<file path="src/rtl/cheri_cap_xfer_pkg.sv">
// Shared constants and types for the capability transfer engine and its checker.
package cheri_cap_xfer_pkg;

  localparam int NUM_BEATS   = 12;
  localparam int PERM_LC_BIT = 2;
  localparam int PERM_SC_BIT = 3;

  // Word offsets of each capability field in memory, lo word first.
  localparam int BEAT_BASE  = 0;
  localparam int BEAT_LEN   = 2;
  localparam int BEAT_CUR   = 4;
  localparam int BEAT_PERMS = 6;
  localparam int BEAT_ATTR  = 8;
  localparam int BEAT_TAG   = 10;

  typedef logic [2:0] fault_code_t;
  localparam fault_code_t FC_NONE     = 3'd0;
  localparam fault_code_t FC_UNTAGGED = 3'd1;
  localparam fault_code_t FC_PERM     = 3'd2;
  localparam fault_code_t FC_BOUNDS   = 3'd3;
  localparam fault_code_t FC_ALIGN    = 3'd4;

  typedef enum logic [1:0] {ST_IDLE, ST_CHECK, ST_XFER, ST_DONE} state_t;

  typedef logic [3:0] cnt_t;
  localparam cnt_t BEATS_C = cnt_t'(NUM_BEATS);

endpackage

</file>
<file path="src/rtl/cheri_cap_check.sv">
// Combinational effective-address and fault evaluation for a capability access.
module cheri_cap_check
  import cheri_cap_xfer_pkg::*;
#(
  parameter int ADDR_W = 48,
  parameter int DATA_W = 24,
  parameter int OFF_W  = 10
) (
  input  logic              store,
  input  logic [ADDR_W-1:0] base,
  input  logic [ADDR_W-1:0] len,
  input  logic [ADDR_W-1:0] cur,
  input  logic [DATA_W-1:0] perms,
  input  logic              tag,
  input  logic [OFF_W-1:0]  off,
  output logic [ADDR_W-1:0] ea,
  output logic              fault,
  output fault_code_t       fault_code
);

  localparam logic [ADDR_W:0] SPAN = (ADDR_W+1)'(NUM_BEATS);

  logic [ADDR_W:0] ea_ext;
  logic [ADDR_W:0] lo_ext;
  logic [ADDR_W:0] hi_ext;
  logic            perm_ok;
  logic            perms_unused;

  assign ea      = cur + {{(ADDR_W-OFF_W){off[OFF_W-1]}}, off};
  // One extra bit so neither ea+12 nor base+len can wrap.
  assign ea_ext  = {1'b0, ea};
  assign lo_ext  = {1'b0, base};
  assign hi_ext  = {1'b0, base} + {1'b0, len};
  assign perm_ok = store ? perms[PERM_SC_BIT] : perms[PERM_LC_BIT];
  assign perms_unused = ^perms;

  always_comb begin
    fault_code = FC_NONE;
    if (!tag) begin
      fault_code = FC_UNTAGGED;
    end else if (!perm_ok) begin
      fault_code = FC_PERM;
    end else if (ea[0]) begin
      fault_code = FC_ALIGN;
    end else if ((ea_ext < lo_ext) || (ea_ext + SPAN > hi_ext)) begin
      fault_code = FC_BOUNDS;
    end
  end

  assign fault = (fault_code != FC_NONE);

endmodule

</file>
<file path="src/rtl/cheri_cap_xfer.sv">
// Multi-beat capability load/store engine: checks the authorising capability,
// then moves the 12-word capability image over the data-memory port.
module cheri_cap_xfer
  import cheri_cap_xfer_pkg::*;
#(
  parameter int DATA_W  = 24,
  parameter int ADDR_W  = 48,
  parameter int OFF_W   = 10,
  parameter int MAX_OUT = 4
) (
  input  logic              iw_clk,
  input  logic              iw_rst,
  input  logic              iw_req_valid,
  output logic              ow_req_ready,
  input  logic              iw_req_store,
  input  logic [ADDR_W-1:0] iw_auth_base,
  input  logic [ADDR_W-1:0] iw_auth_len,
  input  logic [ADDR_W-1:0] iw_auth_cur,
  input  logic [DATA_W-1:0] iw_auth_perms,
  input  logic              iw_auth_tag,
  input  logic [OFF_W-1:0]  iw_off,
  input  logic [ADDR_W-1:0] iw_st_base,
  input  logic [ADDR_W-1:0] iw_st_len,
  input  logic [ADDR_W-1:0] iw_st_cur,
  input  logic [DATA_W-1:0] iw_st_perms,
  input  logic [DATA_W-1:0] iw_st_attr,
  input  logic              iw_st_tag,
  output logic              ow_mem_valid,
  input  logic              iw_mem_ready,
  output logic              ow_mem_we,
  output logic [ADDR_W-1:0] ow_mem_addr,
  output logic [DATA_W-1:0] ow_mem_wdata,
  input  logic              iw_mem_rvalid,
  input  logic [DATA_W-1:0] iw_mem_rdata,
  output logic              ow_done,
  output logic              ow_fault,
  output logic [2:0]        ow_fault_code,
  output logic [ADDR_W-1:0] ow_cap_base,
  output logic [ADDR_W-1:0] ow_cap_len,
  output logic [ADDR_W-1:0] ow_cap_cur,
  output logic [DATA_W-1:0] ow_cap_perms,
  output logic [DATA_W-1:0] ow_cap_attr,
  output logic              ow_cap_tag
);

  localparam cnt_t MAX_OUT_C = cnt_t'(MAX_OUT);

  state_t                             state_reg;
  logic                               store_reg;
  logic [ADDR_W-1:0]                  auth_base_reg, auth_len_reg, auth_cur_reg, ea_reg;
  logic [DATA_W-1:0]                  auth_perms_reg;
  logic                               auth_tag_reg;
  logic [OFF_W-1:0]                   off_reg;
  logic [ADDR_W-1:0]                  st_base_reg, st_len_reg, st_cur_reg;
  logic [DATA_W-1:0]                  st_perms_reg, st_attr_reg;
  logic                               st_tag_reg;
  cnt_t                               issue_cnt_reg, recv_cnt_reg, out_cnt_reg;
  cnt_t                               issue_next, recv_next, out_next;
  logic                               mem_valid_reg, mem_we_reg;
  logic [ADDR_W-1:0]                  mem_addr_reg;
  logic [DATA_W-1:0]                  mem_wdata_reg;
  logic                               done_reg, fault_reg;
  fault_code_t                        fault_code_reg;
  logic [ADDR_W-1:0]                  cap_base_reg, cap_len_reg, cap_cur_reg;
  logic [DATA_W-1:0]                  cap_perms_reg, cap_attr_reg;
  logic                               cap_tag_reg;
  logic [DATA_W-1:0]                  shadow [NUM_BEATS];
  logic [NUM_BEATS-1:0][DATA_W-1:0]   st_words;
  logic                               fire, rx, chk_fault, shadow_unused;
  logic [ADDR_W-1:0]                  chk_ea;
  fault_code_t                        chk_code;

  cheri_cap_check #(.ADDR_W(ADDR_W), .DATA_W(DATA_W), .OFF_W(OFF_W)) u_check (
    .store      (store_reg),
    .base       (auth_base_reg),
    .len        (auth_len_reg),
    .cur        (auth_cur_reg),
    .perms      (auth_perms_reg),
    .tag        (auth_tag_reg),
    .off        (off_reg),
    .ea         (chk_ea),
    .fault      (chk_fault),
    .fault_code (chk_code)
  );

  // Memory image of the capability being stored; upper halves of narrow fields are zero.
  genvar gi;
  for (gi = 0; gi < 2; gi++) begin : g_addr_words
    assign st_words[BEAT_BASE+gi] = st_base_reg[gi*DATA_W +: DATA_W];
    assign st_words[BEAT_LEN+gi]  = st_len_reg[gi*DATA_W +: DATA_W];
    assign st_words[BEAT_CUR+gi]  = st_cur_reg[gi*DATA_W +: DATA_W];
  end
  assign st_words[BEAT_PERMS]   = st_perms_reg;
  assign st_words[BEAT_PERMS+1] = '0;
  assign st_words[BEAT_ATTR]    = st_attr_reg;
  assign st_words[BEAT_ATTR+1]  = '0;
  assign st_words[BEAT_TAG]     = DATA_W'(st_tag_reg);
  assign st_words[BEAT_TAG+1]   = '0;

  assign fire       = mem_valid_reg && iw_mem_ready;
  assign rx         = (state_reg == ST_XFER) && !store_reg && iw_mem_rvalid && (recv_cnt_reg < BEATS_C);
  assign issue_next = issue_cnt_reg + cnt_t'(fire);
  assign recv_next  = recv_cnt_reg + cnt_t'(rx);
  assign out_next   = out_cnt_reg + cnt_t'(fire) - cnt_t'(rx);

  always_ff @(posedge iw_clk) begin
    if (rx) shadow[recv_cnt_reg] <= iw_mem_rdata;
  end

  always_ff @(posedge iw_clk) begin
    if (iw_rst) begin
      state_reg      <= ST_IDLE;
      store_reg      <= 1'b0;
      auth_base_reg  <= '0;
      auth_len_reg   <= '0;
      auth_cur_reg   <= '0;
      auth_perms_reg <= '0;
      auth_tag_reg   <= 1'b0;
      off_reg        <= '0;
      st_base_reg    <= '0;
      st_len_reg     <= '0;
      st_cur_reg     <= '0;
      st_perms_reg   <= '0;
      st_attr_reg    <= '0;
      st_tag_reg     <= 1'b0;
      ea_reg         <= '0;
      issue_cnt_reg  <= '0;
      recv_cnt_reg   <= '0;
      out_cnt_reg    <= '0;
      mem_valid_reg  <= 1'b0;
      mem_we_reg     <= 1'b0;
      mem_addr_reg   <= '0;
      mem_wdata_reg  <= '0;
      done_reg       <= 1'b0;
      fault_reg      <= 1'b0;
      fault_code_reg <= FC_NONE;
      cap_base_reg   <= '0;
      cap_len_reg    <= '0;
      cap_cur_reg    <= '0;
      cap_perms_reg  <= '0;
      cap_attr_reg   <= '0;
      cap_tag_reg    <= 1'b0;
    end else begin
      done_reg <= 1'b0;
      case (state_reg)
        ST_IDLE: begin
          if (iw_req_valid) begin
            store_reg      <= iw_req_store;
            auth_base_reg  <= iw_auth_base;
            auth_len_reg   <= iw_auth_len;
            auth_cur_reg   <= iw_auth_cur;
            auth_perms_reg <= iw_auth_perms;
            auth_tag_reg   <= iw_auth_tag;
            off_reg        <= iw_off;
            st_base_reg    <= iw_st_base;
            st_len_reg     <= iw_st_len;
            st_cur_reg     <= iw_st_cur;
            st_perms_reg   <= iw_st_perms;
            st_attr_reg    <= iw_st_attr;
            st_tag_reg     <= iw_st_tag;
            fault_reg      <= 1'b0;
            fault_code_reg <= FC_NONE;
            state_reg      <= ST_CHECK;
          end
        end
        ST_CHECK: begin
          issue_cnt_reg  <= '0;
          recv_cnt_reg   <= '0;
          out_cnt_reg    <= '0;
          fault_reg      <= chk_fault;
          fault_code_reg <= chk_code;
          if (chk_fault) begin
            done_reg  <= 1'b1;
            state_reg <= ST_DONE;
          end else begin
            ea_reg        <= chk_ea;
            mem_addr_reg  <= chk_ea;
            mem_wdata_reg <= st_words[0];
            mem_we_reg    <= store_reg;
            mem_valid_reg <= 1'b1;
            state_reg     <= ST_XFER;
          end
        end
        ST_XFER: begin
          issue_cnt_reg <= issue_next;
          recv_cnt_reg  <= recv_next;
          out_cnt_reg   <= out_next;
          if (fire && (issue_next < BEATS_C)) begin
            mem_addr_reg  <= ea_reg + ADDR_W'(issue_next);
            mem_wdata_reg <= st_words[issue_next];
          end
          if (store_reg) begin
            mem_valid_reg <= (issue_next < BEATS_C);
            if (issue_next == BEATS_C) begin
              mem_we_reg <= 1'b0;
              done_reg   <= 1'b1;
              state_reg  <= ST_DONE;
            end
          end else begin
            // Reads stay pipelined up to MAX_OUT accepted-but-unreturned beats.
            mem_valid_reg <= (issue_next < BEATS_C) && (out_next < MAX_OUT_C);
            if (recv_next == BEATS_C) begin
              // The last beat is the tag hi word, so all used fields are already captured.
              cap_base_reg  <= {shadow[BEAT_BASE+1], shadow[BEAT_BASE]};
              cap_len_reg   <= {shadow[BEAT_LEN+1], shadow[BEAT_LEN]};
              cap_cur_reg   <= {shadow[BEAT_CUR+1], shadow[BEAT_CUR]};
              cap_perms_reg <= shadow[BEAT_PERMS];
              cap_attr_reg  <= shadow[BEAT_ATTR];
              cap_tag_reg   <= shadow[BEAT_TAG][0];
              done_reg      <= 1'b1;
              state_reg     <= ST_DONE;
            end
          end
        end
        default: begin
          state_reg <= ST_IDLE;
        end
      endcase
    end
  end

  assign shadow_unused = ^{shadow[BEAT_PERMS+1], shadow[BEAT_ATTR+1], shadow[BEAT_TAG+1],
                           shadow[BEAT_TAG][DATA_W-1:1]};

  assign ow_req_ready  = (state_reg == ST_IDLE);
  assign ow_mem_valid  = mem_valid_reg;
  assign ow_mem_we     = mem_we_reg;
  assign ow_mem_addr   = mem_addr_reg;
  assign ow_mem_wdata  = mem_wdata_reg;
  assign ow_done       = done_reg;
  assign ow_fault      = fault_reg;
  assign ow_fault_code = fault_code_reg;
  assign ow_cap_base   = cap_base_reg;
  assign ow_cap_len    = cap_len_reg;
  assign ow_cap_cur    = cap_cur_reg;
  assign ow_cap_perms  = cap_perms_reg;
  assign ow_cap_attr   = cap_attr_reg;
  assign ow_cap_tag    = cap_tag_reg;

endmodule
</file>
<file path="config.mk">
export PLATFORM = sky130hd
export DESIGN_NAME = cheri_cap_xfer
export DESIGN_NICKNAME = d
export VERILOG_FILES = /design/src/rtl/cheri_cap_xfer_pkg.sv /design/src/rtl/cheri_cap_check.sv /design/src/rtl/cheri_cap_xfer.sv
export SDC_FILE = /design/constraint.sdc
export NUM_CORES = 2
export LEC_CHECK = 0
export ABC_AREA = 1
export ABC_CLOCK_PERIOD_IN_PS = 15800
export CORE_MARGIN = 4
export CORE_UTILIZATION = 59
export DETAILED_ROUTE_END_ITERATION = 7
export PLACE_DENSITY = 0.92
export SLEW_MARGIN = 20
export SYNTH_ARGS = -nofsm -noshare
export SYNTH_HDL_FRONTEND = slang
export SYNTH_HIERARCHICAL = 1
export SYNTH_SLANG_ARGS = --single-unit
</file>
<file path="constraint.sdc">
create_clock -name iw_clk -period 15.8 [get_ports iw_clk]
set_input_delay 3.95 -clock iw_clk [delete_from_list [all_inputs] [get_ports iw_clk]]
set_output_delay 3.95 -clock iw_clk [all_outputs]
set_load 0.05 [all_outputs]
</file>
==> impl_metrics.yaml <==
hold_path:
  hold_class: "flop to flop"
sta:
  layout_min_cycle_time_ns: 8.14
  setup_viol: 0
  tns_ns: 0
  setup_ws_ns: 7.66
  timing.final.crit_share_pct: 51.5
  finalHoldViolations: 0
  tightest_slew_ns: 1.11
  slew_violations: 0
  fin_hold_ws_ns: 0.447
  max_freq_mhz: 123
  rsz0062_at_grt: "false"
  clock_skew_ns: 0.0330
  relSlewSlack_pct: 26.2
logic_synthesis:
  syn_nets: 6753
  ys.warnings.count: 6
  synthesis.area_mm2: 0.0447
  syn_inst: 6139
  avgSynthCellArea_um2: 7.28
floorplan:
  ioPinCount: 675
  design.die.area_mm2: 0.0802
  die_height_um: 283
  start_util_pct: 59.8
  fp.dieW_um: 283
  core_area_mm2: 0.0747
  rows: 100
worst_setup_path:
  worst-path-max-fanout: 40
  cp.buffers_inverters: 6
  max_stage_delay_ns: 0.54
  arrival_ns: 8.66
  critPathSlowestCell: "inv_2"
  cp.required_ns: 16.32
  worst_setup_path_start_kind: "flop"
  crit_family: "simple AND/OR/NAND/NOR gates"
  cpMostUsedCell: "nand2_1"
  worst-setup-path-type: "flop to flop"
  end_kind: "flop"
routing:
  wl_per_cell_um: 21.5
  drt_wl_total_mm: 166
  vias_per_cell: 5.82
  drtIter0Drc: 4860
  dr.pass1.iters: 8
  route.vias.total: 44800
  ant_nets: 0
  drc: 0
power:
  p_leak_nw: 21.7
  ir_drop_v: 0.000135
  cellPowerDensity_mw_per_mm2: 161
cts:
  ctsResizeCount: 0
  cts.sinks: 878
  cts_made_buffers: 88
  clkTransAtPathRegs_ns: 0.06
  clkLatencyLatePin_ns: 0.66
  cts-root-buf: "clkbuf_16"
  clockBufferDepth: 3
  cts_setup_buffers: 0
  cts_tree: "built"
  cts_hold_buf: 0
  ctsHtreeMaxLevel: 3
place:
  dp_slack_ns: 7.78
  hpwlAfterDp_mm: 119
  globalplace.congestion: 1.03
  portBuffers: 652
layout:
  fillers: 5672
  regMostFlops: "shadow"
  multi_input_area_mm2: 0.0212
  nNetsFinal: 7244
  syn2layout_area_growth_pct: 22.2
  drive_above_1_share_pct: 3.39
  largest_register_ffs: 193
  regArea_mm2: 0.0195
global_routing:
  grt_max_degree: 295
  grtUsageTotal_pct: 39.2
  grt.overflow.total: 0
  grt_pass1_vias: 42000
  antenna_found_initial: 29
  grt_pass1_wl_mm: 246
run_status:
  run_status: "completed"
flow_run:
  drv_cap: 0
metrics by stage:
stage               utilization, %  instances  total power (W)  area (µm²)
global route                  73.0       7692          0.00923       54600
finish                        73.1       7696          0.00877       54600
floorplan                        -       6139          0.00534       44700
detailed placement            69.2       7509          0.00660       51700
CTS                           73.0       7671          0.00869       54500
global placement              69.1       7509          0.00651       51700
report_power, final:
group	internal, W	switching, W	total [W]
sequential	0.00263	0.000220	0.00285
clock	0.00116	0.000916	0.00208
combinational	0.00119	0.00265	0.00384
worst reg2reg max path: cells and delay by family, from the launching register on:
family / cells / cell delay [ns]
and+or+nand+nor: 27 / 5.05
buffers and inverters: 6 / 1.51
adders and majority gates: 2 / 0.72
AOI/OAI and AO/OA: 2 / 0.48
DFF: 1 / 0.30
per-layer routing:
layer	GRT usage [%]	wire [µm]	vias up
met5	0	33	-
met4	25.6	12400	6
met3	7.31	14300	594
met2	65.1	77400	2448
met1	46.8	61700	20700
li1	-	-	21100
cell usage in the layout (no fill, tap or decap), types with 10 or more instances in the layout:
master and count:
ha_1 205, a31oi_1 17, clkinv_2 16, nand3_1 271
nand3b_1 12, o211ai_1 27, o22ai_1 25, buf_4 30
xor2_1 71, xnor2_1 38, inv_1 779, edfxtp_1 193
clkbuf_8 16, inv_2 10, clkbuf_1 30, dfxtp_1 685
a21oi_1 681, nand2_1 1018, o21bai_1 15, clkbuf_16 88
o21ai_0 734, nor2_2 11, clkdlybuf4s50_1 651, nor2_1 905
nor3_1 26, diode_2 25, nand4_1 53
cell type report:
| type | instances | area share (%) |
|---|---|---|
| clock buffer | 134 | 4.65 |
| multi-input combinational | 4186 | 38.8 |
| tap | 969 | 2.22 |
| clock inverter | 28 | 0.573 |
| inverter | 792 | 5.47 |
| sequential | 878 | 35.8 |
| antenna | 25 | 0.115 |
| timing repair buffer | 684 | 12.4 |
path summary, 6_finish.rpt:
check	start	to	slack (ns)	depth (start not counted)
worst max-delay path	off_reg[9]$_SDFFE_PP0P_	ow_mem_addr[9]$_SDFFE_PP0P_	7.66	37
worst min-delay path	ow_cap_base[8]$_SDFFE_PP0P_	ow_cap_base[8]$_SDFFE_PP0P_	0.45	2
worst max register to register	off_reg[9]$_SDFFE_PP0P_	ow_mem_addr[9]$_SDFFE_PP0P_	7.66	37
worst min register to register	ow_cap_base[8]$_SDFFE_PP0P_	ow_cap_base[8]$_SDFFE_PP0P_	0.45	2
No activity file was read; power rests on OpenSTA's default activity.
==> RTL edit, RTL diff (same flow settings) <==
Reset style: asynchronous (`iw_rst`), changed in one clocked block.
--- a/src/rtl/cheri_cap_xfer.sv
+++ b/src/rtl/cheri_cap_xfer.sv
@@ -107,7 +107,7 @@
     if (rx) shadow[recv_cnt_reg] <= iw_mem_rdata;
   end
 
-  always_ff @(posedge iw_clk) begin
+  always_ff @(posedge iw_clk or posedge iw_rst) begin
     if (iw_rst) begin
       state_reg      <= ST_IDLE;
       store_reg      <= 1'b0;
Formal check against the unedited RTL: not equivalent (a bounded check fails within 4 cycles, from zero or initial values and one cycle with iw_rst high; the reset may be asserted at any time).
==> RTL edit against the original RTL <==
- sequential cell count did not move
- routed wire length fell by 3.5%
- critical endpoint is now ow_mem_addr[37]
- first-iteration DRC count fell by 8.5%
- critical path type unchanged
- setup slack improved by 0.063 ns
- count of clock-buffer cells in the layout fell by 13
- area after synthesis rose by 3.9%
- utilization rose by 0.35 points
- synthesized cell count fell by 20%
- critical path depth did not move
- via count fell by 11%
- sequential share of layout area rose by 4.5 points
- cell area rose by 4.5%
Power is left out: the tool's default activity adds up to more than one toggle a clock period on the data nets, which glitch-free logic cannot reach.
==> RTL edit: results (changes against the original RTL) <==
| Metric | Value |
|---|---|
| I/O Buffers | 652 (unchanged) |
| Syn Nets | 5527 (was 6753) |
| Global-route wire length before repair | 238 mm (was 246 mm) |
| Max layer used | met4 (was met5) |
| # nets final | 6161 (was 7244) |
| Max FO, Critical Path | 61 (was 40) |
| Metal2 WL | 74.7 mm (was 77.4 mm) |
| Initial antenna violation count | 20 (was 29) |
| DP Area | 53900 um2 (was 51700 um2) |
| Most flops, register | shadow (unchanged) |
| CTS resizes | 0 (unchanged) |
| Fillers | 5238 (was 5672) |
| Final GP Congestion | 1.05 (was 1.03) |
| Routed wl met3 | 15.4 mm (was 14.3 mm) |
| GR Util All Layers | 37.5% (was 39.2%) |
| Worst-path clk slew | 0.06 ns (about the same) |
| Post-DP HPWL | 112 mm (was 119 mm) |
| CP max stage delay | 0.64 ns (was 0.54 ns) |
| Vias | 39700 (was 44800) |
| DRT iter0 DRCs | 4449 (was 4860) |
| CP max stage cell | buf_4 (was inv_2) |
| Layout cell share with drive strength beyond 1 | 10.9% (was 3.39%) |
| Clock Path Buffers | 3 (unchanged) |
| Post-DR wirelength/cell | 23.9 um (was 21.5 um) |
| H-tree Lvls | 3 (unchanged) |
| Status | finished, final reports clean (unchanged) |
| DRC | 0 (unchanged) |
| Largest register FFs | 193 (unchanged) |
| Pin count of the biggest net entering global routing | 195 (was 295) |
| Worst min-delay path category | reg -> reg (unchanged) |
| Num CTS Buffers | 90 (was 88) |
| Worst-Margin Slew | 1.23 ns (was 1.11 ns) |
| Clk_lat worst skew | 0.69 ns (was 0.66 ns) |
| Clock Root Buffer | clkbuf_16 (unchanged) |
| M1 WL | 59.2 mm (was 61.7 mm) |
| Critical path arrival | 8.59 ns (was 8.66 ns) |
| DRT Pass-1 Iters | 7 (was 8) |
| Synth warnings | 6 (unchanged) |
| Postcts setup bufs | 0 (unchanged) |
| Clock Skew | 0.0647 ns (was 0.0330 ns) |
RTL edit: path summary, 6_finish.rpt:
kind,slack [ns],to,cells after the start,start
max in group asynchronous,9.00,st_perms_reg[9],5,iw_rst
min in group asynchronous,3.73,auth_cur_reg[35],2,iw_rst
hold / removal,0.44,ow_cap_cur[17],1,shadow[4][17]
setup / recovery,7.72,ow_mem_addr[37],37,off_reg[9]
setup reg to reg,7.72,ow_mem_addr[37],37,off_reg[9]
hold reg to reg,0.44,ow_cap_cur[17],1,shadow[4][17]
RTL edit: metal layers:
metal	vias up	track usage, %
li1	17700	-
met1	19000	47.4
met2	2389	60.7
met3	578	7.61
met4	0	21.4
met5	-	0
RTL edit: stage by stage:
stage / std cells / util (%) / hold slack (ns) / setup WS, ns
floorplan: 4913 / - / 0.432 / 2.48
global placement: 6494 / 69.3 / 0.434 / 7.87
detailed placement: 6494 / 69.3 / 0.441 / 7.78
CTS: 6658 / 73.3 / 0.449 / 8.11
global route: 6677 / 73.4 / 0.455 / 7.41
finish: 6685 / 73.4 / 0.443 / 7.72
RTL edit: cell type report:
class / count / area [um2] / area share [%]
diodes: 26 / 65.1 / 0.114
clock buffers: 121 / 2490 / 4.36
clock inverters: 43 / 588 / 1.03
inverters: 513 / 1930 / 3.38
multi-input cells: 3380 / 20900 / 36.7
flip-flops and latches: 878 / 22900 / 40.2
well taps: 1040 / 1300 / 2.28
repair buffers: 684 / 6830 / 12.0
RTL edit: critical path: cells and delay by family, from the launching register on:
| family | cells | cell delay, ns |
|---|---|---|
| AND/OR/NAND/NOR | 27 | 5.10 |
| AO/OA/AOI/OAI | 3 | 0.43 |
| buffers and inverters | 5 | 1.28 |
| flip-flops | 1 | 0.36 |
| adder cells (fa/ha/maj) | 2 | 0.70 |
